**src/rtl/uart_tx_arbiter.sv**
```systemverilog
// Round-robin arbiter sharing one UART transmitter among NREQ byte producers,
// with packet locking and a watchdog on the transmitter's busy handshake.
module uart_tx_arbiter #(
  parameter int unsigned NREQ         = 4,
  parameter int unsigned IDW          = 2,
  parameter int unsigned BUSY_TIMEOUT = 15
) (
  input  logic              clk,
  input  logic              rst,
  input  logic [NREQ-1:0]   req_valid,
  input  logic [8*NREQ-1:0] req_data,
  input  logic [NREQ-1:0]   req_last,
  output logic [NREQ-1:0]   req_ready,
  output logic              tx_start,
  output logic [7:0]        tx_data,
  input  logic              tx_busy,
  output logic [IDW-1:0]    grant_id,
  output logic              locked,
  output logic              err_timeout
);

  localparam int unsigned CNTW = 8;
  localparam logic [CNTW-1:0] TIMEOUT_LAST = CNTW'(BUSY_TIMEOUT - 1);

  typedef enum logic [1:0] {
    IDLE,
    WAIT_BUSY,
    WAIT_DONE
  } arbState_t;

  arbState_t       state;
  logic [IDW-1:0]  rrPtr;
  logic [CNTW-1:0] busyCnt;

  logic [NREQ-1:0] eligible;
  logic [NREQ-1:0] pickOneHot;
  logic            found;
  logic [IDW-1:0]  pickIdx;
  logic [IDW-1:0]  pickNext;
  logic [IDW-1:0]  grantNext;
  logic [7:0]      pickData;
  logic            pickLast;

  // While a packet is open only its owner may be served.
  always_comb begin
    eligible = '0;
    for (int unsigned i = 0; i < NREQ; i++) begin
      eligible[i] = req_valid[i] & (~locked | (32'(grant_id) == i));
    end
  end

  // First eligible requester at or after rrPtr, wrapping at NREQ.
  always_comb begin
    found      = 1'b0;
    pickIdx    = '0;
    pickNext   = '0;
    pickData   = '0;
    pickLast   = 1'b0;
    pickOneHot = '0;
    for (int unsigned off = 0; off < NREQ; off++) begin
      for (int unsigned i = 0; i < NREQ; i++) begin
        if (!found && eligible[i] && (i == ((32'(rrPtr) + off) % NREQ))) begin
          found         = 1'b1;
          pickIdx       = IDW'(i);
          pickNext      = IDW'((i + 1) % NREQ);
          pickData      = req_data[8*i +: 8];
          pickLast      = req_last[i];
          pickOneHot[i] = 1'b1;
        end
      end
    end
  end

  always_comb begin
    grantNext = '0;
    for (int unsigned i = 0; i < NREQ; i++) begin
      if (32'(grant_id) == i) grantNext = IDW'((i + 1) % NREQ);
    end
  end

  // Reset only forgets an in-flight frame; the serializer finishes it on its own.
  always_ff @(posedge clk) begin
    if (rst) begin
      state       <= IDLE;
      rrPtr       <= '0;
      busyCnt     <= '0;
      req_ready   <= '0;
      tx_start    <= 1'b0;
      tx_data     <= '0;
      grant_id    <= '0;
      locked      <= 1'b0;
      err_timeout <= 1'b0;
    end else begin
      tx_start    <= 1'b0;
      req_ready   <= '0;
      err_timeout <= 1'b0;
      case (state)
        IDLE: begin
          if (found && !tx_busy) begin
            tx_data   <= pickData;
            grant_id  <= pickIdx;
            tx_start  <= 1'b1;
            req_ready <= pickOneHot;
            busyCnt   <= '0;
            state     <= WAIT_BUSY;
            if (pickLast) begin
              locked <= 1'b0;
              rrPtr  <= pickNext;
            end else begin
              locked <= 1'b1;
            end
          end
        end
        WAIT_BUSY: begin
          if (tx_busy) begin
            busyCnt <= '0;
            state   <= WAIT_DONE;
          end else if (busyCnt == TIMEOUT_LAST) begin
            err_timeout <= 1'b1;
            locked      <= 1'b0;
            rrPtr       <= grantNext;
            busyCnt     <= '0;
            state       <= IDLE;
          end else begin
            busyCnt <= busyCnt + CNTW'(1);
          end
        end
        WAIT_DONE: begin
          if (!tx_busy) state <= IDLE;
        end
        default: state <= IDLE;
      endcase
    end
  end

endmodule

```
**config.mk**
```make
export PLATFORM = sky130hd
export DESIGN_NAME = uart_tx_arbiter
export DESIGN_NICKNAME = d
export VERILOG_FILES = /design/src/rtl/uart_tx_arbiter.sv
export SDC_FILE = /design/constraint.sdc
export NUM_CORES = 1
export LEC_CHECK = 0
export CAP_MARGIN = 20
export CORE_MARGIN = 2
export CORE_UTILIZATION = 45
export CTS_BUF_LIST = sky130_fd_sc_hd__clkbuf_8 sky130_fd_sc_hd__clkbuf_16
export DETAILED_ROUTE_END_ITERATION = 12
export PLACE_DENSITY = 0.71
export SLEW_MARGIN = 10
export SYNTH_ARGS = -nofsm -noshare
export SYNTH_HDL_FRONTEND = slang
export SYNTH_SLANG_ARGS = --single-unit
```
**constraint.sdc**
```tcl
create_clock -name clk -period 3.03 [get_ports clk]
set_input_delay 0.606 -clock clk [delete_from_list [all_inputs] [get_ports clk]]
set_output_delay 0.606 -clock clk [all_outputs]
set_load 0.005 [all_outputs]
```
After elaboration in Yosys (flattened, before gate mapping)
Index checks and enable logic that the tools add are counted.
{"block": "totals", "register_bits": 29, "out_inout_bits": 17, "inputBits": 43}
{"block": "op_classes", "muxes": 119, "n_eq_ne": 24, "bitwise_logic": 12, "n_reduce_logical": 63, "add_sub_neg": 4}
{"cell": "two-way mux 8 bit", "n": 19}
{"cell": "logical NOT 32 bit", "n": 4}
{"cell": "two-way mux 2 bit", "n": 40}
{"cell": "two-way mux 1 bit", "n": 56}
{"cell": "logical AND 1 bit", "n": 32}
{"cell": "== test 2 bit (first input constant)", "n": 8}
{"cell": "logical NOT 1 bit", "n": 16}
{"cell": "case mux 8 bit (2 select lines)", "n": 1}
{"cell": "!= test 2 bit (second input constant)", "n": 5}
{"cell": "adder 8 x 1 -> 8 bit (second input constant)", "n": 1}
{"cell": "== test 1 x 2 -> 1 bit (first input constant)", "n": 4}
{"cell": "== test 8 x 4 -> 1 bit (second input constant)", "n": 1}
{"cell": "== test 2 bit (second input constant)", "n": 3}
{"cell": "case mux 2 bit (3 select lines)", "n": 1}
{"cell": "OR reduction 3 bit", "n": 2}
{"cell": "AND reduction 5 bit", "n": 1}
{"cell": "adder 2 bit (second input constant)", "n": 2}
{"cell": "AND 1 bit", "n": 4}
{"cell": "== test 2 x 1 -> 1 bit (second input constant)", "n": 2}
{"cell": "logical NOT 2 bit", "n": 2}
{"cell": "NOT 1 bit", "n": 4}
{"cell": "OR 1 bit", "n": 4}
{"cell": "case mux 2 bit (2 select lines)", "n": 1}
{"cell": "AND reduction 2 bit", "n": 2}
{"cell": "7 further kinds", "n": 7}

Logic depth before layout (Yosys ltp)
{"block": "logic_depth", "word_depth": 68, "depth_mapped": 11, "ltp_nobuf": 9}

Least setup slack after synthesis
No wires, ideal clock.
{"block": "synth_path", "path_type": "register to register", "start": "reg grant_id[0]", "end": "reg rrPtr[0]", "setup_slack_ps": 561, "synth_period_minus_slack_ps": 2469, "arrival_time_ps": 2348, "stages_incl_launch_ff": 10, "t_required_ps": 2909, "setup_ps": 121, "cell_sequence": "dfxtp_1 -> inv_1 -> ha_1 -> and2b_4 -> nor2_2 -> mux4_2 -> nor2_1 -> o211ai_1 -> a211oi_2 -> mux2_2"}
{"block": "synth_via", "elab_chain_cells": 68}
{"item": "start, declared", "line": "17", "text": "output logic [IDW-1:0] grant_id,"}
{"item": "start signal, assigned", "line": "101", "text": "grant_id <= pickIdx;"}
{"item": "logical NOT 2 bit", "line": "48, 77"}
{"item": "OR 1 bit", "line": "48", "text": "eligible[i] = req_valid[i] & (~locked | (32'(grant_id) == i));"}
{"item": "AND 1 bit", "line": "48"}
{"item": "logical AND 1 bit", "line": "62", "text": "if (!found && eligible[i] && (i == ((32'(rrPtr) + off) % NREQ))) begin"}
{"item": "two-way mux 1 bit", "line": "62"}
{"item": "logical NOT 1 bit", "line": "62"}
{"item": "logical AND 1 bit (2 in series)", "line": "62"}
{"item": "two-way mux 1 bit", "line": "62"}
{"item": "(+49 left out)"}
{"item": "logical AND 1 bit (2 in series)", "line": "62"}
{"item": "two-way mux 1 bit", "line": "62"}
{"item": "logical NOT 1 bit", "line": "62"}
{"item": "logical AND 1 bit (2 in series)", "line": "62"}
{"item": "two-way mux 2 bit / two-way mux 1 bit (equally long branches)", "line": "62"}
{"item": "two-way mux 2 bit / logical AND 1 bit (equally long branches)", "line": "106, 99"}
{"item": "two-way mux 2 bit / != test 2 bit (equally long branches)"}
{"item": "case mux 2 bit (2 select lines) / AND reduction 5 bit (equally long branches)"}
{"item": "end signal, assigned", "line": "108", "text": "rrPtr <= pickNext;"}
{"item": "end signal, assigned", "line": "121", "text": "rrPtr <= grantNext;"}
{"item": "end, declared", "line": "32", "text": "logic [IDW-1:0] rrPtr;"}
Parallel ways exist; a longest one is shown, timed or not. The select of a mux whose other input is x is not followed.
A chain may end at the register's enable or synchronous reset.

Worst setup path in the final report
{"block": "layout_path", "start": "in req_valid[2]", "end": "reg rrPtr[1]"}
{"block": "layout_via", "elab_chain_cells": 59}
{"item": "start, declared", "line": "10", "text": "input logic [NREQ-1:0] req_valid,"}
{"item": "AND 1 bit *", "line": "48"}
{"item": "logical AND 1 bit (2 in series)", "line": "62"}
{"item": "two-way mux 1 bit", "line": "62"}
{"item": "logical NOT 1 bit", "line": "62"}
{"item": "logical AND 1 bit (2 in series)", "line": "62"}
{"item": "two-way mux 1 bit", "line": "62"}
{"item": "logical NOT 1 bit", "line": "62"}
{"item": "logical AND 1 bit (2 in series)", "line": "62"}
{"item": "(+38 left out)"}
{"item": "logical AND 1 bit (2 in series)", "line": "62"}
{"item": "two-way mux 1 bit", "line": "62"}
{"item": "logical NOT 1 bit", "line": "62"}
{"item": "logical AND 1 bit (2 in series)", "line": "62"}
{"item": "two-way mux 2 bit / two-way mux 1 bit (equally long branches)", "line": "62"}
{"item": "two-way mux 2 bit / logical AND 1 bit (equally long branches)", "line": "106, 99"}
{"item": "two-way mux 2 bit / != test 2 bit (equally long branches)"}
{"item": "case mux 2 bit (2 select lines) / AND reduction 5 bit (equally long branches)"}
Every way passes the cells marked *; elsewhere a longest branch is shown, timed or not. The select of a mux whose other input is x is not followed.

==> results.sh <==
export IMPL_syn_inst=422
export IMPL_holdBufCountCts=0
export IMPL_ys_async_sr_fraction=0
export IMPL_nNetsFinal=579
export IMPL_register_area_um2=581
export IMPL_synth_seq_cells=29
export IMPL_slew_limit_headroom=0.513
export IMPL_htreeDepth=2
export IMPL_cts_root_buf="clkbuf_8"
export IMPL_hp_start="tx_data[6]"
export IMPL_vias_per_cell=6.90
export IMPL_grt_pass1_vias=3861
export IMPL_final_cells=611
export IMPL_die_x_um=87.2
export IMPL_cts_tree="yes"
export IMPL_nFillCells=661
export IMPL_final_cell_mix="61 x buf_4, 59 x clkdlybuf4s50_1, 45 x nor2_1, 34 x a21oi_1, 30 x nand2_1"
export IMPL_grt_ovfl_total=0
export IMPL_multi_input_area_mm2=0.00236
export IMPL_layout_setup_ws_ps=229
export IMPL_drv_cap=0
export IMPL_place_ws_ps=-36.0
export IMPL_drc=0
export IMPL_status="finished, final reports clean"
export IMPL_yosysTopAreaCell="dfxtp_1"
export IMPL_crit_path_end_kind="flip-flop"
export IMPL_yosysWarnings=0
export IMPL_clockBufferDepth=2
export IMPL_setup_viol=0
export IMPL_ant_nets=0
export IMPL_ios=60
export IMPL_cts_buffers=5
export IMPL_syn_nets=471
export IMPL_max_freq_ghz=0.357
export IMPL_hold_viol_final=0
export IMPL_cts_sinks=29
export IMPL_cellPowerDensity_mw_per_mm2=419
export IMPL_ys_flop_type="dfxtp_1"
export IMPL_gp_congestion=1.05
export IMPL_start_util=0.461
export IMPL_worstMarginPinSlew_ps=727
export IMPL_finClkSkew_ps=21.3
export IMPL_ys_seq_area_frac=0.186
export IMPL_yosysTopAreaCellShare=0.186
export IMPL_rsz0062_at_grt="no"
export IMPL_first_iter_violations=373
export IMPL_period_share=0.924
export IMPL_cp_data_required_time_ps=3200
export IMPL_dr_pass1_iters=5
export IMPL_drive_above_1_share=0.188
export IMPL_antennaDiodeCount=0
export IMPL_clkTransAtPathRegs_ps=70
export IMPL_setup_worst_path_start="req_valid[2]"
export IMPL_drv_slew=0
export IMPL_crit_path_max_fanout=6
export IMPL_synthesis_area_mm2=0.00311
export IMPL_hold_class="reg2reg"
export IMPL_rows=30
export IMPL_coreArea_mm2=0.00676
export IMPL_place_hpwl_mm=10.4
export IMPL_leakage_uw=0.00164
export IMPL_drt_wl_total_mm=13.4
export IMPL_postCtsSetupBuffers=0
export IMPL_vias=4215
export IMPL_port_buffers=59
export IMPL_dieArea_mm2=0.00760
export IMPL_path_class="in2reg"
export IMPL_cp_start_kind="primary input"
export IMPL_antenna_found_initial=0
export IMPL_die_y_um=87.2
export IMPL_final_common_cell="buf_4"
export IMPL_synth_area_leaders="dfxtp_1 19%, a21oi_1 5.5%, nor2_1 5.4%"
export IMPL_cts_resized=0
export IMPL_track_usage=0.354
export IMPL_ys_types=80
export IMPL_min_period_ps=2800
export IMPL_critPathArrivalTime_ps=2970
export IMPL_grt_max_degree=18
export IMPL_areaGrowthSynthToFinish_pct=36.5
export IMPL_wire_per_inst_um=21.9
export IMPL_clk_latency_ps=300
export IMPL_worstReg2RegStart="grant_id[1]"
export IMPL_dp_cells=603
export IMPL_ir_drop_uv=246
export IMPL_avgSynthCellArea_um2=7.38
export IMPL_synth_edff_count=0
export IMPL_grt_pass1_wl_mm=20.6
export IMPL_p_total_uw=1780
[cell usage after synthesis (9+ instances only)]
library cell / instances
a211oi_1: 11
a21oi_1: 34
and3_1: 10
dfxtp_1: 29
inv_1: 11
nand2_1: 30
nand3_1: 14
nor2_1: 45
nor3_1: 15
o21ai_0: 16
o221ai_1: 9
o22ai_1: 14
[critical path, stage by stage]
cell	delay (ps)
clkdlybuf4s50_1	590
inv_2	100
o2111ai_1	430
o31ai_1	170
a221oi_1	290
a211oi_1	100
a211oi_2	320
mux2_2	380
[cell families (layout without fill, tap and decap cells)]
group | after synthesis | after routing | share of synthesized area
AO/OA/AOI/OAI | 176 | 176 | 0.421
adder cells (fa/ha/maj) | 6 | 6 | 0.0241
multiplexers | 5 | 5 | 0.0209
buffers and inverters | 35 | 144 | 0.0563
XOR/XNOR | 7 | 7 | 0.0197
AND/OR/NAND/NOR | 164 | 164 | 0.271
flip-flops | 29 | 29 | 0.186
[registers in the layout, indices dropped and copies added, names as in the netlist]
signal and cells:
busyCnt 8, err_timeout 1, grant_id 2, locked 1, req_ready 4, rrPtr 2, state 2, tx_data 8
tx_start 1
[metrics by stage]
step / util / hold WS [ps] / instance area, um2 / setup TNS, ps
3_3_place_gp: 0.616 / 458 / 4160 / -93.4
6_report: 0.629 / 485 / 4250 / 0
4_1_cts: 0.629 / 492 / 4250 / 0
5_1_grt: 0.629 / 517 / 4250 / 0
2_1_floorplan: - / 458 / 3110 / 0
3_5_place_dp: 0.616 / 482 / 4160 / -63.2
[layout make-up]
class,instances,area share
clock buffers,5,0.0162
well taps,80,0.0236
multi-input cells,358,0.555
clock inverters,3,0.00412
flip-flops and latches,29,0.137
repair buffers,121,0.251
inverters,15,0.0133
[routing by layer]
layer  vias up  global-route usage  routed length, um
met4         0               0.164                637
li1       1890                   -                  -
met3        65              0.0730               1430
met2       332               0.557               5930
met1      1928               0.465               5370
met5         -                   0                  0
[report_power, final]
part           switching, uW  total, uW  leakage, uW  internal [uW]
Combinational            530        978      0.00136            448
Sequential              47.5        466     0.000237            419
Clock                    178        337    0.0000439            159
Total                    756       1780      0.00164           1030
[path summary, 6_finish.rpt]
check             slack [ps]          to  cells past startpoint
setup reg to reg         260    rrPtr[1]                      9
hold reg to reg          490  tx_data[6]                      2
hold / removal           490  tx_data[6]                      2
setup / recovery         230    rrPtr[1]                      8
(Power assumes the default switching activity.)
